[config.mk]
export PLATFORM = sky130hd
export DESIGN_NAME = seg_scan_display
export DESIGN_NICKNAME = d
export VERILOG_FILES = /design/src/rtl/seg_scan_display.sv
export SDC_FILE = /design/constraint.sdc
export NUM_CORES = 1
export LEC_CHECK = 0
export CAP_MARGIN = 10
export CORE_ASPECT_RATIO = 0.75
export CORE_MARGIN = 1.5
export CORE_UTILIZATION = 35
export CTS_CLUSTER_DIAMETER = 30
export DETAILED_ROUTE_END_ITERATION = 8
export SLEW_MARGIN = 0
export SYNTH_ARGS = -nofsm -noshare
export SYNTH_HDL_FRONTEND = slang
export SYNTH_SLANG_ARGS = --single-unit
[constraint.sdc]
create_clock -name clk -period 3 [get_ports clk]
set_input_delay 0.6 -clock clk [delete_from_list [all_inputs] [get_ports clk]]
set_output_delay 0.6 -clock clk [all_outputs]
set_load 0.02 [all_outputs]
[src/rtl/seg_scan_display.sv]
// Multiplexed 7-segment display driver: a sequential binary-to-digits converter
// (divide-by-60, then double-dabble) feeding an independently scanned digit register.
module seg_scan_display #(
    parameter int DIGITS      = 4,
    parameter int VW          = 16,
    parameter int REFRESH_DIV = 100000,
    parameter bit BLANK_LZ    = 1'b1
) (
    input  logic              clk,
    input  logic              rst_n,
    input  logic [VW-1:0]     value,
    input  logic [1:0]        mode,
    output logic [DIGITS-1:0] anode,
    output logic [6:0]        segment,
    output logic              dp,
    output logic              busy,
    output logic              overflow
);
    // BCD register is sized for the full input range so overflow can be seen above DIGITS
    localparam int BN   = ((VW * 30103) / 100000 + 2 > DIGITS) ? (VW * 30103) / 100000 + 2 : DIGITS;
    localparam int BCDW = 4 * BN;
    localparam int CW   = $clog2(VW + 1);
    localparam int RW   = (REFRESH_DIV > 1) ? $clog2(REFRESH_DIV) : 1;
    localparam int IW   = (DIGITS > 1) ? $clog2(DIGITS) : 1;
    localparam int HW   = VW + 4 * DIGITS;

    typedef enum logic [1:0] {IDLE, DIV, BCD, LOAD} state_t;
    typedef enum logic [1:0] {M_DEC = 2'd0, M_MMSS = 2'd1, M_HEX = 2'd2, M_BLANK = 2'd3} mode_t;
    typedef struct packed {
        logic       blank;
        logic [3:0] nib;
    } glyph_t;

    localparam glyph_t BLANK_GLYPH = '{blank: 1'b1, nib: 4'h0};

    state_t          state;
    mode_t           sh_mode, disp_mode;
    logic [VW-1:0]   sh_value, div_q, bin_sh;
    logic [5:0]      div_r;
    logic [CW-1:0]   cnt;
    logic [BCDW-1:0] bcd;
    glyph_t          disp [DIGITS];
    glyph_t          load_glyph [DIGITS];
    logic            load_ovf;
    logic [RW-1:0]   rcnt;
    logic [IW-1:0]   idx;

    function automatic logic [BCDW-1:0] dabble(input logic [BCDW-1:0] b);
        logic [BCDW-1:0] r;
        r = b;
        for (int i = 0; i < BN; i++)
            if (r[4*i +: 4] >= 4'd5) r[4*i +: 4] = r[4*i +: 4] + 4'd3;
        return r;
    endfunction

    function automatic logic [6:0] seg_decode(input glyph_t g);
        if (g.blank) return 7'h7F;
        case (g.nib)
            4'h0: return 7'b0000001;  4'h1: return 7'b1001111;
            4'h2: return 7'b0010010;  4'h3: return 7'b0000110;
            4'h4: return 7'b1001100;  4'h5: return 7'b0100100;
            4'h6: return 7'b0100000;  4'h7: return 7'b0001111;
            4'h8: return 7'b0000000;  4'h9: return 7'b0000100;
            4'hA: return 7'b0001000;  4'hB: return 7'b1100000;
            4'hC: return 7'b0110001;  4'hD: return 7'b1000010;
            4'hE: return 7'b0110000;  default: return 7'b0111000;
        endcase
    endfunction

    // One restoring step: shift the next dividend bit into the remainder, subtract 60 if it fits
    logic [6:0]    rem_try;
    logic          div_ge;
    logic [5:0]    div_r_nxt;
    logic [VW-1:0] div_q_nxt;
    assign rem_try   = {div_r, div_q[VW-1]};
    assign div_ge    = (rem_try >= 7'd60);
    assign div_r_nxt = div_ge ? 6'(rem_try - 7'd60) : rem_try[5:0];
    assign div_q_nxt = {div_q[VW-2:0], div_ge};

    logic [3:0]    tens, ones;
    logic [HW-1:0] hex_ext;
    logic          lz;

    // NOTE: every variable written here gets a default first, so no path can infer a latch.
    always_comb begin
        load_ovf = 1'b0;
        lz       = 1'b1;
        hex_ext  = HW'(sh_value);
        tens     = 4'd0;
        for (int t = 1; t <= 5; t++)
            if (div_r >= 6'(10 * t)) tens = 4'(t);
        ones = 4'(div_r - {2'b00, tens} * 6'd10);
        for (int i = 0; i < DIGITS; i++) load_glyph[i] = BLANK_GLYPH;

        case (sh_mode)
            M_DEC: begin
                load_ovf = |(bcd >> (4 * DIGITS));
                for (int i = 0; i < DIGITS; i++)
                    load_glyph[i] = '{blank: 1'b0, nib: load_ovf ? 4'd9 : bcd[4*(DIGITS-1-i) +: 4]};
            end
            M_MMSS: begin
                load_ovf = |(bcd >> (4 * (DIGITS - 2)));
                for (int i = 0; i < DIGITS - 2; i++)
                    load_glyph[i] = '{blank: 1'b0, nib: load_ovf ? 4'd9 : bcd[4*(DIGITS-3-i) +: 4]};
                load_glyph[DIGITS-2] = '{blank: 1'b0, nib: load_ovf ? 4'd5 : tens};
                load_glyph[DIGITS-1] = '{blank: 1'b0, nib: load_ovf ? 4'd9 : ones};
            end
            M_HEX: begin
                load_ovf = |(hex_ext >> (4 * DIGITS));
                for (int i = 0; i < DIGITS; i++)
                    load_glyph[i] = '{blank: 1'b0, nib: load_ovf ? 4'hF : hex_ext[4*(DIGITS-1-i) +: 4]};
            end
            default: ;
        endcase

        // The rightmost digit is never blanked, so a zero value still shows "0"
        if (BLANK_LZ && (sh_mode == M_DEC || sh_mode == M_HEX)) begin
            for (int i = 0; i < DIGITS - 1; i++) begin
                if (lz && load_glyph[i].nib == 4'h0) load_glyph[i].blank = 1'b1;
                else lz = 1'b0;
            end
        end
    end

    // NOTE: sequential state uses non-blocking assignments so every flop samples pre-edge values.
    always_ff @(posedge clk or negedge rst_n) begin
        if (!rst_n) begin
            state     <= IDLE;
            busy      <= 1'b0;
            overflow  <= 1'b0;
            sh_mode   <= M_BLANK;
            sh_value  <= '0;
            cnt       <= '0;
            div_q     <= '0;
            div_r     <= '0;
            bin_sh    <= '0;
            bcd       <= '0;
            disp_mode <= M_BLANK;
            // NOTE: the display register is a handful of flops, not a RAM, so resetting it is cheap and keeps power-up blank.
            for (int i = 0; i < DIGITS; i++) disp[i] <= BLANK_GLYPH;
        end else begin
            case (state)
                IDLE: begin
                    sh_value <= value;
                    sh_mode  <= mode_t'(mode);
                    cnt      <= '0;
                    bcd      <= '0;
                    div_q    <= value;
                    div_r    <= '0;
                    bin_sh   <= value;
                    busy     <= 1'b1;
                    case (mode_t'(mode))
                        M_MMSS:  state <= DIV;
                        M_DEC:   state <= BCD;
                        default: state <= LOAD;
                    endcase
                end
                DIV: begin
                    div_q  <= div_q_nxt;
                    div_r  <= div_r_nxt;
                    bin_sh <= div_q_nxt;
                    cnt    <= cnt + 1'b1;
                    if (cnt == CW'(VW - 1)) begin
                        cnt   <= '0;
                        state <= BCD;
                    end
                end
                BCD: begin
                    bcd    <= BCDW'({dabble(bcd), bin_sh[VW-1]});
                    bin_sh <= bin_sh << 1;
                    cnt    <= cnt + 1'b1;
                    if (cnt == CW'(VW - 1)) state <= LOAD;
                end
                LOAD: begin
                    disp      <= load_glyph;
                    disp_mode <= sh_mode;
                    overflow  <= load_ovf;
                    busy      <= 1'b0;
                    state     <= IDLE;
                end
                default: state <= IDLE;
            endcase
        end
    end

    // Scan side: free-running, reads the display register only, so it never sees a half-written value
    always_ff @(posedge clk or negedge rst_n) begin
        if (!rst_n) begin
            rcnt    <= '0;
            idx     <= '0;
            anode   <= '1;
            segment <= 7'h7F;
            dp      <= 1'b1;
        end else begin
            if (rcnt == RW'(REFRESH_DIV - 1)) begin
                rcnt <= '0;
                idx  <= (idx == IW'(DIGITS - 1)) ? '0 : idx + 1'b1;
            end else begin
                rcnt <= rcnt + 1'b1;
            end

            if (disp_mode == M_BLANK) begin
                anode   <= '1;
                segment <= 7'h7F;
                dp      <= 1'b1;
            end else begin
                anode   <= ~(DIGITS'(1) << (IW'(DIGITS - 1) - idx));
                segment <= seg_decode(disp[idx]);
                dp      <= !(disp_mode == M_MMSS && idx == IW'(DIGITS - 3));
            end
        end
    end
endmodule

# Word level (Yosys, flattened, before mapping)
# Memory sizes are Yosys's and may differ from the RTL's.
# Index checks and enable logic that the tools add are counted.
[totals]
reg_bits = 142
romBits = 112
input_bits = 20
out_inout_bits = 14
word_cells = 141
mem_count = 1
[classes]
addsub = 12
mul = 1
magnitude_cmp = 13
eq_ne = 14
n_shift = 1
mux = 55
bitwise = 2
n_reduce_logical = 18
[memory_table]
columns = ["memory", "words", "word_bits", "rd", "rd_ports_with_merged_regs", "wr", "line", "source"]
rows = [
  ["(no name shown)", 16, 7, 1, 0, 0, "58", "case (g.nib)"],
]
[op_table]
columns = ["operator", "n"]
rows = [
  ["$pmux W20 S3", 1],
  ["$mux W4", 14],
  ["$pmux W16 S3", 1],
  ["$pmux W24 S2", 1],
  ["$pmux W16 S2", 1],
  ["$ge A4 B3 Y1 const B", 6],
  ["$mux W7", 3],
  ["$add A4 B2 Y4 const B", 5],
  ["$add A17 B1 Y17 const B", 1],
  ["$eq A17 B17 Y1 const B", 1],
  ["$mux W17", 1],
  ["$reduce_or A16 Y1", 1],
  ["$mux W5", 3],
  ["$pmux W5 S3", 1],
  ["$mux W1", 14],
  ["$ge A6 B5 Y1 const B", 2],
  ["$ge A6 B6 Y1 const B", 2],
  ["$logic_not A4 Y1", 3],
  ["$pmux W6 S2", 1],
  ["$bmux W5 S2", 1],
  ["$eq A2 B1 Y1 const B", 5],
  ["$eq A2 B2 Y1 const B", 5],
  ["$mux W2", 5],
  ["$mux W3", 3],
  ["27 further kinds", 35],
]

# Longest topological paths before layout
# Gate-level depths: netlist (run 1).
[depth]
word_depth = 19
mapped_depth = 11
mapped_depth_nobuf = 11

# Least setup slack after synthesis (run 1)
# No wires, ideal clock.
[synth_path]
path_kind = "reg-to-reg"
startpoint = "register div_r[1]"
endpoint = "register disp[3] (netlist bit)"
setup_ps = 141
t_arrival_ps = 2329
t_required_ps = 2859
path_slack_ps = 529
path_stages_with_launch = 12
path_buffers = 0
synth_period_minus_slack_ps = 2471
cell_sequence = "dfrtp_1 -> inv_1 -> ha_1 -> nor2b_1 -> o311ai_0 -> nor2b_1 -> nor3_1 -> ha_1 -> inv_1 -> fa_1 -> xnor2_1 -> o221ai_1"
[synth_via]
elab_chain_cells = 10
elab_cells_between_ends = 14
cone_classes = "1 x add/sub; 1 x mul; 5 x order compare; 7 x mux"
[synth_lines]
columns = ["item", "line", "source"]
rows = [
  ["start, declared", "39", "logic [5:0] div_r;"],
  ["start signal, assigned", "160", "div_r <= div_r_nxt;"],
  ["$ge A6 B4 Y1", "91", "if (div_r >= 6'(10 * t)) tens = 4'(t);"],
  ["$mux W1", "91", ""],
  ["$mux W2 (2 in a row)", "91", ""],
  ["$mux W3 (2 in a row)", "91", ""],
  ["$mul A3 B3 Y3", "92", "ones = 4'(div_r - {2'b00, tens} * 6'd10);"],
  ["$sub A4 B4 Y4 *", "92", ""],
  ["$mux W4 *", "106", "load_glyph[DIGITS-1] = '{blank: 1'b0, nib: load_ovf ? 4'd9 : ones};"],
  ["$pmux W20 S3 *", "95", "case (sh_mode)"],
  ["end signal, assigned", "175", "disp <= load_glyph;"],
  ["end, declared", "42", "glyph_t disp [DIGITS];"],
]
# Mark *: on every way between the ends. The rest lies on a longest branch, timed or not.
# A chain may end at the register's enable or synchronous reset.

# Worst setup path after layout (run 1)
# Same ends and word-level chain as after synthesis.

==> impl_metrics.json, run 1 <==
{
  "synth_area_sq_um": 7720,
  "drv_cap": 0,
  "cp-end-kind": "register",
  "place_inst": 1092,
  "cp.required_ps": 3280,
  "grt-ovfl-total": 0,
  "register_area_sq_um": 3580,
  "cts_tree": "built",
  "die_h_um": 132,
  "syn_nets": 865,
  "setup_viol": 0,
  "syn_area_per_cell_sq_um": 9.60,
  "synth_cells": 805,
  "yosysSeqAreaShare": 0.463,
  "clock_sinks": 142,
  "drt_first_pass_iters": 5,
  "fin_cells": 1124,
  "yosysTopAreaCell": "dfrtp_1",
  "holdBufCountCts": 0,
  "port_buffers": 33,
  "finalClockSkew_ps": 9.49,
  "yosysTopAreaCellShare": 0.395,
  "clock_latency_ps": 430,
  "grt_pass1_vias": 5465,
  "post_cts_buffers": 0,
  "synth.distinct_cells": 59,
  "num_vias": 5778,
  "max_freq_mhz": 372,
  "synth_edf_count": 0,
  "drtIter0Drc": 581,
  "htree_levels": 4,
  "min_period_ps": 2690,
  "vias_per_cell": 5.14,
  "synthTopCellsByCount": "dfrtp_1, nand2_1, o21ai_0",
  "area_growth_pct": 16.4,
  "cts_buffers": 17,
  "cts.clk_slew.worst_paths_ps": 70,
  "synth_flop_cell": "dfrtp_1",
  "io_pins": 34,
  "placed_area_sq_um": 8360,
  "cts.path.max_buffers": 2,
  "drtAntennaViolNets": 0,
  "synth-async-reset-ratio": 1.00,
  "max-vdd-ir-drop_v": 0.000402,
  "period_share": 0.895,
  "ys_warn_count": 0,
  "core_area_sq_um": 21400,
  "routedWlPerCell_um": 15.9,
  "final_nets": 883,
  "antenna_found_initial": 0,
  "ys_seq_elements": 142,
  "grt.total_usage": 0.163,
  "worst_pin_slew_ps": 730,
  "fillers": 2091,
  "final.setup.tns_ps": 0,
  "hold_viol_final": 0,
  "placementRows": 46,
  "drv_slew": 0,
  "dieArea_sq_um": 23000,
  "drive_above_1_share": 0.140,
  "fin_util": 0.420,
  "p_leak_nw": 3.67,
  "hpwl_um": 12100,
  "relSlewSlack": 0.513,
  "hold_class": "in2async",
  "fp.dieW_um": 175,
  "drc": 0,
  "finalWeightedCongestion": 0.825,
  "antenna_cells": 0,
  "crit_path_start_kind": "register",
  "synthTopCellsByArea": "dfrtp_1, dfstp_2, ha_1",
  "status": "finished clean",
  "critical_path_class": "reg2reg",
  "grt_max_degree": 71,
  "worstPathArrival_ps": 2960,
  "multi_input_area_sq_um": 3820,
  "p_per_area_nw_per_um2": 982,
  "final_cell_area_sq_um": 8990,
  "crit_fanout": 5,
  "yosysMostFrequentCell": "dfrtp_1",
  "finalWirelength_um": 17900,
  "rsz0062_at_grt": "no",
  "grt_pass1_wl_um": 29800,
  "cts-root-buf": "clkbuf_16",
  "start_util": 0.361
}
routing by layer:
metal | vias up | routed length [um] | track usage
met4 | 0 | 159 | 0.0399
met2 | 101 | 7600 | 0.232
met1 | 2786 | 9520 | 0.249
li1 | 2877 | - | -
met5 | - | 0 | 0
met3 | 14 | 632 | 0.0344
power breakdown:
part	internal, mW	leakage [nW]	switching (mW)
combinational	1.45	1.58	1.93
sequential	2.60	1.79	0.572
clock	1.34	0.298	0.935
total	5.39	3.67	3.44
state kept, by name, indices dropped and copies added, names as in the netlist, 5 cells and up:
name,flops
bcd,24
disp,20
rcnt,17
bin_sh,16
div_q,16
sh_value,16
segment,7
div_r,6
cnt,5
path summary, 6_finish.rpt:
check                                       from               endpoint  slack [ps]  cells after the start
setup reg to reg            div_r[1]$_DFFE_PN0P_    disp[3]$_DFFE_PN0N_         310                     11
hold / removal                             rst_n  bin_sh[8]$_DFFE_PN0P_          90                      1
setup / recovery            div_r[1]$_DFFE_PN0P_    disp[3]$_DFFE_PN0N_         310                     11
hold reg to reg            bin_sh[4]$_DFFE_PN0P_  bin_sh[4]$_DFFE_PN0P_         480                      2
max in group asynchronous                  rst_n   div_r[1]$_DFFE_PN0P_        2070                      2
min in group clk           bin_sh[4]$_DFFE_PN0P_  bin_sh[4]$_DFFE_PN0P_         480                      2
logic make-up (layout without fill, tap and decap cells):
family | after synthesis | in the layout | share of synthesized area
XOR/XNOR | 21 | 21 | 0.0238
buffers and inverters | 89 | 120 | 0.0434
flip-flops | 142 | 142 | 0.463
adder cells (fa/ha/maj) | 40 | 40 | 0.0658
multiplexers | 50 | 50 | 0.0779
AND/OR/NAND/NOR | 251 | 251 | 0.153
AO/OA/AOI/OAI | 212 | 212 | 0.172
cell type report:
type                    instances  share of cell area
flip-flops and latches        142               0.398
inverters                      44              0.0184
well taps                     288              0.0401
multi-input cells             574               0.425
repair buffers                 44              0.0488
clock buffers                  17              0.0473
clock inverters                15              0.0227
timing repair:
item | CTS | global route
endpoints found under the hold margin | 0 | 0
setup endpoints to repair | 0 | 2
resized for setup | 0 | 1
per-stage QoR:
step | hold WS, ps | setup slack, ps | total power [mW]
3_3_place_gp | 467 | 324 | 6.53
3_5_place_dp | 473 | 241 | 6.58
6_report | 93.2 | 314 | 8.83
2_1_floorplan | 304 | 529 | 5.55
4_1_cts | 124 | 219 | 8.87
5_1_grt | 134 | 99.2 | 9.44
critical path: stages, from the launching register on:
cell      delay, ps
dfrtp_1         420
inv_1           120
ha_1            210
nor2b_1         120
o311ai_1        380
nor2b_1         140
nor3_1          230
ha_1            170
inv_1            50
fa_1            400
xnor2_1         160
o221ai_1        130
cells in the final DEF (no fill, tap or decap), types with 5 or more instances in the layout:
master	count
mux2i_1	23
o22ai_1	20
nand2_1	120
o221ai_1	8
nand3_1	9
a21oi_1	34
nor3_1	10
mux4_2	6
o211ai_1	6
inv_1	44
nand2b_1	19
dfrtp_1	122
mux2_2	21
clkdlybuf4s50_1	32
or3_1	5
buf_4	9
o31ai_1	19
nor2b_1	11
ha_1	36
a31o_2	16
dfstp_2	20
clkbuf_16	17
o21ai_0	78
xnor2_1	13
nor2_1	45
xor2_1	8
a211oi_1	5
Note: power is estimated with default switching activity, not from simulation.
==> run 2, diff against run 1 <==
--- a/config.mk
+++ b/config.mk
@@ -10,6 +10,7 @@
 export CORE_MARGIN = 1.5
 export CORE_UTILIZATION = 35
 export CTS_CLUSTER_DIAMETER = 30
+export CTS_CLUSTER_SIZE = 16
 export DETAILED_ROUTE_END_ITERATION = 8
 export SLEW_MARGIN = 0
 export SYNTH_ARGS = -nofsm -noshare
==> results of run 2 <==
The final DEF is identical to that of run 1; final timing and power are the same.
==> run 3, diff against run 2 <==
--- a/config.mk
+++ b/config.mk
@@ -12,6 +12,7 @@
 export CTS_CLUSTER_DIAMETER = 30
 export CTS_CLUSTER_SIZE = 16
 export DETAILED_ROUTE_END_ITERATION = 8
+export GPL_TIMING_DRIVEN = 0
 export SLEW_MARGIN = 0
 export SYNTH_ARGS = -nofsm -noshare
 export SYNTH_HDL_FRONTEND = slang
==> run 3 against run 2 <==
Die area stayed put. Utilization increased by 0.25 points. Routed wire length is 11% higher. Sequential share of layout area is 0.23 points lower. Clock power fell by 5%.
==> impl_metrics.json, run 3 (synthesis results as in run 1) <==
{
  "status": "finished clean",
  "rsz0062_at_grt": "no",
  "drt_first_pass_iters": 5,
  "holdBufCountCts": 0,
  "p_per_area_nw_per_um2": 990,
  "clock_latency_ps": 430,
  "placed_area_sq_um": 8440,
  "vias_per_cell": 5.27,
  "min_period_ps": 2810,
  "antenna_cells": 0,
  "finalClockSkew_ps": 14.3,
  "die_h_um": 132,
  "reg2reg_to": "disp[9]$_DFFE_PN1N_",
  "cts-root-buf": "clkbuf_16",
  "drive_above_1_share": 0.121,
  "fin_util": 0.422,
  "cts_resized": 0,
  "core_area_sq_um": 21400,
  "cts_tree": "built",
  "hpwl_um": 14400,
  "max-vdd-ir-drop_v": 0.000397,
  "cts.path.max_buffers": 2,
  "slowest_stage": "nor4_1",
  "io_pins": 34,
  "dieArea_sq_um": 23000,
  "grt.total_usage": 0.181,
  "drtAntennaViolNets": 0,
  "fin_cells": 1159,
  "reg.largest.list": "bcd (24), disp (20), rcnt (17)",
  "relSlewSlack": 0.410,
  "path_buf_inv": 1,
  "cp.depth": 7,
  "worst_slack_ps": 189,
  "num_vias": 6106,
  "post_cts_buffers": 0,
  "grt-ovfl-total": 0,
  "finalWirelength_um": 19900,
  "max_freq_mhz": 356,
  "grt_max_degree": 76,
  "place_inst": 1127,
  "finalWeightedCongestion": 0.913,
  "setup_viol": 0,
  "area_growth_pct": 17.1,
  "clock_sinks": 142,
  "grt_pass1_wl_um": 32500,
  "placementRows": 46,
  "port_buffers": 33,
  "cts_buffers": 17,
  "drv_cap": 0,
  "cp_slowest_stage_delay_ps": 690,
  "worstPathArrival_ps": 3160,
  "drv_slew": 0,
  "rrSetupSlack_ps": 190,
  "r2r_start": "bcd[13]$_DFFE_PN0P_",
  "routedWlPerCell_um": 17.2,
  "reg2reg_depth": 7,
  "largest_register_ffs": 24,
  "start_util": 0.361,
  "crit_fanout": 5,
  "top_register": "bcd",
  "final_cell_area_sq_um": 9040,
  "worst_pin_slew_ps": 876,
  "pre_cts_slack_ps": 209,
  "crit_path_cell_trace": "inv_1 -> ha_1 -> or4bb_1 -> nor4_1 -> o311ai_0 -> a211o_1 -> o21ai_1",
  "final_nets": 918,
  "cp-end-kind": "register",
  "layout_common_cells": "dfrtp_1, nand2_1, o21ai_0, nor2_1, inv_1",
  "drtIter0Drc": 480,
  "critical_path_class": "reg2reg",
  "hold_class": "in2async",
  "period_share": 0.937,
  "drc": 0,
  "crit_path_start_kind": "register",
  "cp.required_ps": 3350,
  "critPathTopFamily": "simple AND/OR/NAND/NOR gates",
  "final.setup.tns_ps": 0,
  "antenna_found_initial": 0,
  "htree_levels": 4,
  "p_leak_nw": 3.66,
  "fp.dieW_um": 175,
  "cts.clk_slew.worst_paths_ps": 60,
  "hold_viol_final": 0,
  "grt_pass1_vias": 5793,
  "final_common_cell": "dfrtp_1"
}
==> run 3: cell count changes in the layout (fill, tap and decap cells not counted), sizes merged <==
| cell | change |
|---|---|
| clkbuf | +38 |
| clkinv | +2 |
| buf | -2 |
| inv | -2 |
| bufinv | -1 |
==> run 3: where the power goes <==
group	switching, mW	internal, mW	leakage (nW)
clock network	0.896	1.26	0.285
logic	2.26	1.47	1.59
registers	0.471	2.60	1.79
total	3.62	5.33	3.66
==> run 3: worst max path at each step <==
stage | start | to | slack, ps
5_1_grt | div_r[2]$_DFFE_PN0P_ | disp[2]$_DFFE_PN0N_ | 20
6_report | bcd[13]$_DFFE_PN0P_ | disp[9]$_DFFE_PN1N_ | 190
2_1_floorplan | div_r[1]$_DFFE_PN0P_ | disp[3]$_DFFE_PN0N_ | 530
4_1_cts | div_r[1]$_DFFE_PN0P_ | disp[2]$_DFFE_PN0N_ | 190
3_3_place_gp | rst_n | bcd[16]$_DFFE_PN0P_ | -4610
3_5_place_dp | div_r[1]$_DFFE_PN0P_ | disp[2]$_DFFE_PN0N_ | 210
==> run 3: per-layer routing <==
layer | vias to the layer above | GRT usage | part of all wire
li1 | 2939 | - | -
met1 | 2966 | 0.283 | 0.53
met2 | 174 | 0.243 | 0.40
met3 | 27 | 0.0506 | 0.064
met4 | 0 | 0.0404 | 0.013
met5 | - | 0 | 0
==> run 3: cell type report <==
type	instances	area, sq um
fillers	2105	12400
multi-input cells	574	3810
flip-flops and latches	142	3580
clock buffers	18	439
well taps	288	360
repair buffers	34	359
plain buffers	45	170
inverters	44	165
clock inverters	14	160
==> run 3: through the flow <==
step,total power [mW],hold WS (ps)
2_1_floorplan,5.55,304
3_3_place_gp,6.72,470
3_5_place_dp,6.76,475
4_1_cts,8.97,198
5_1_grt,9.56,217
6_report,8.95,171
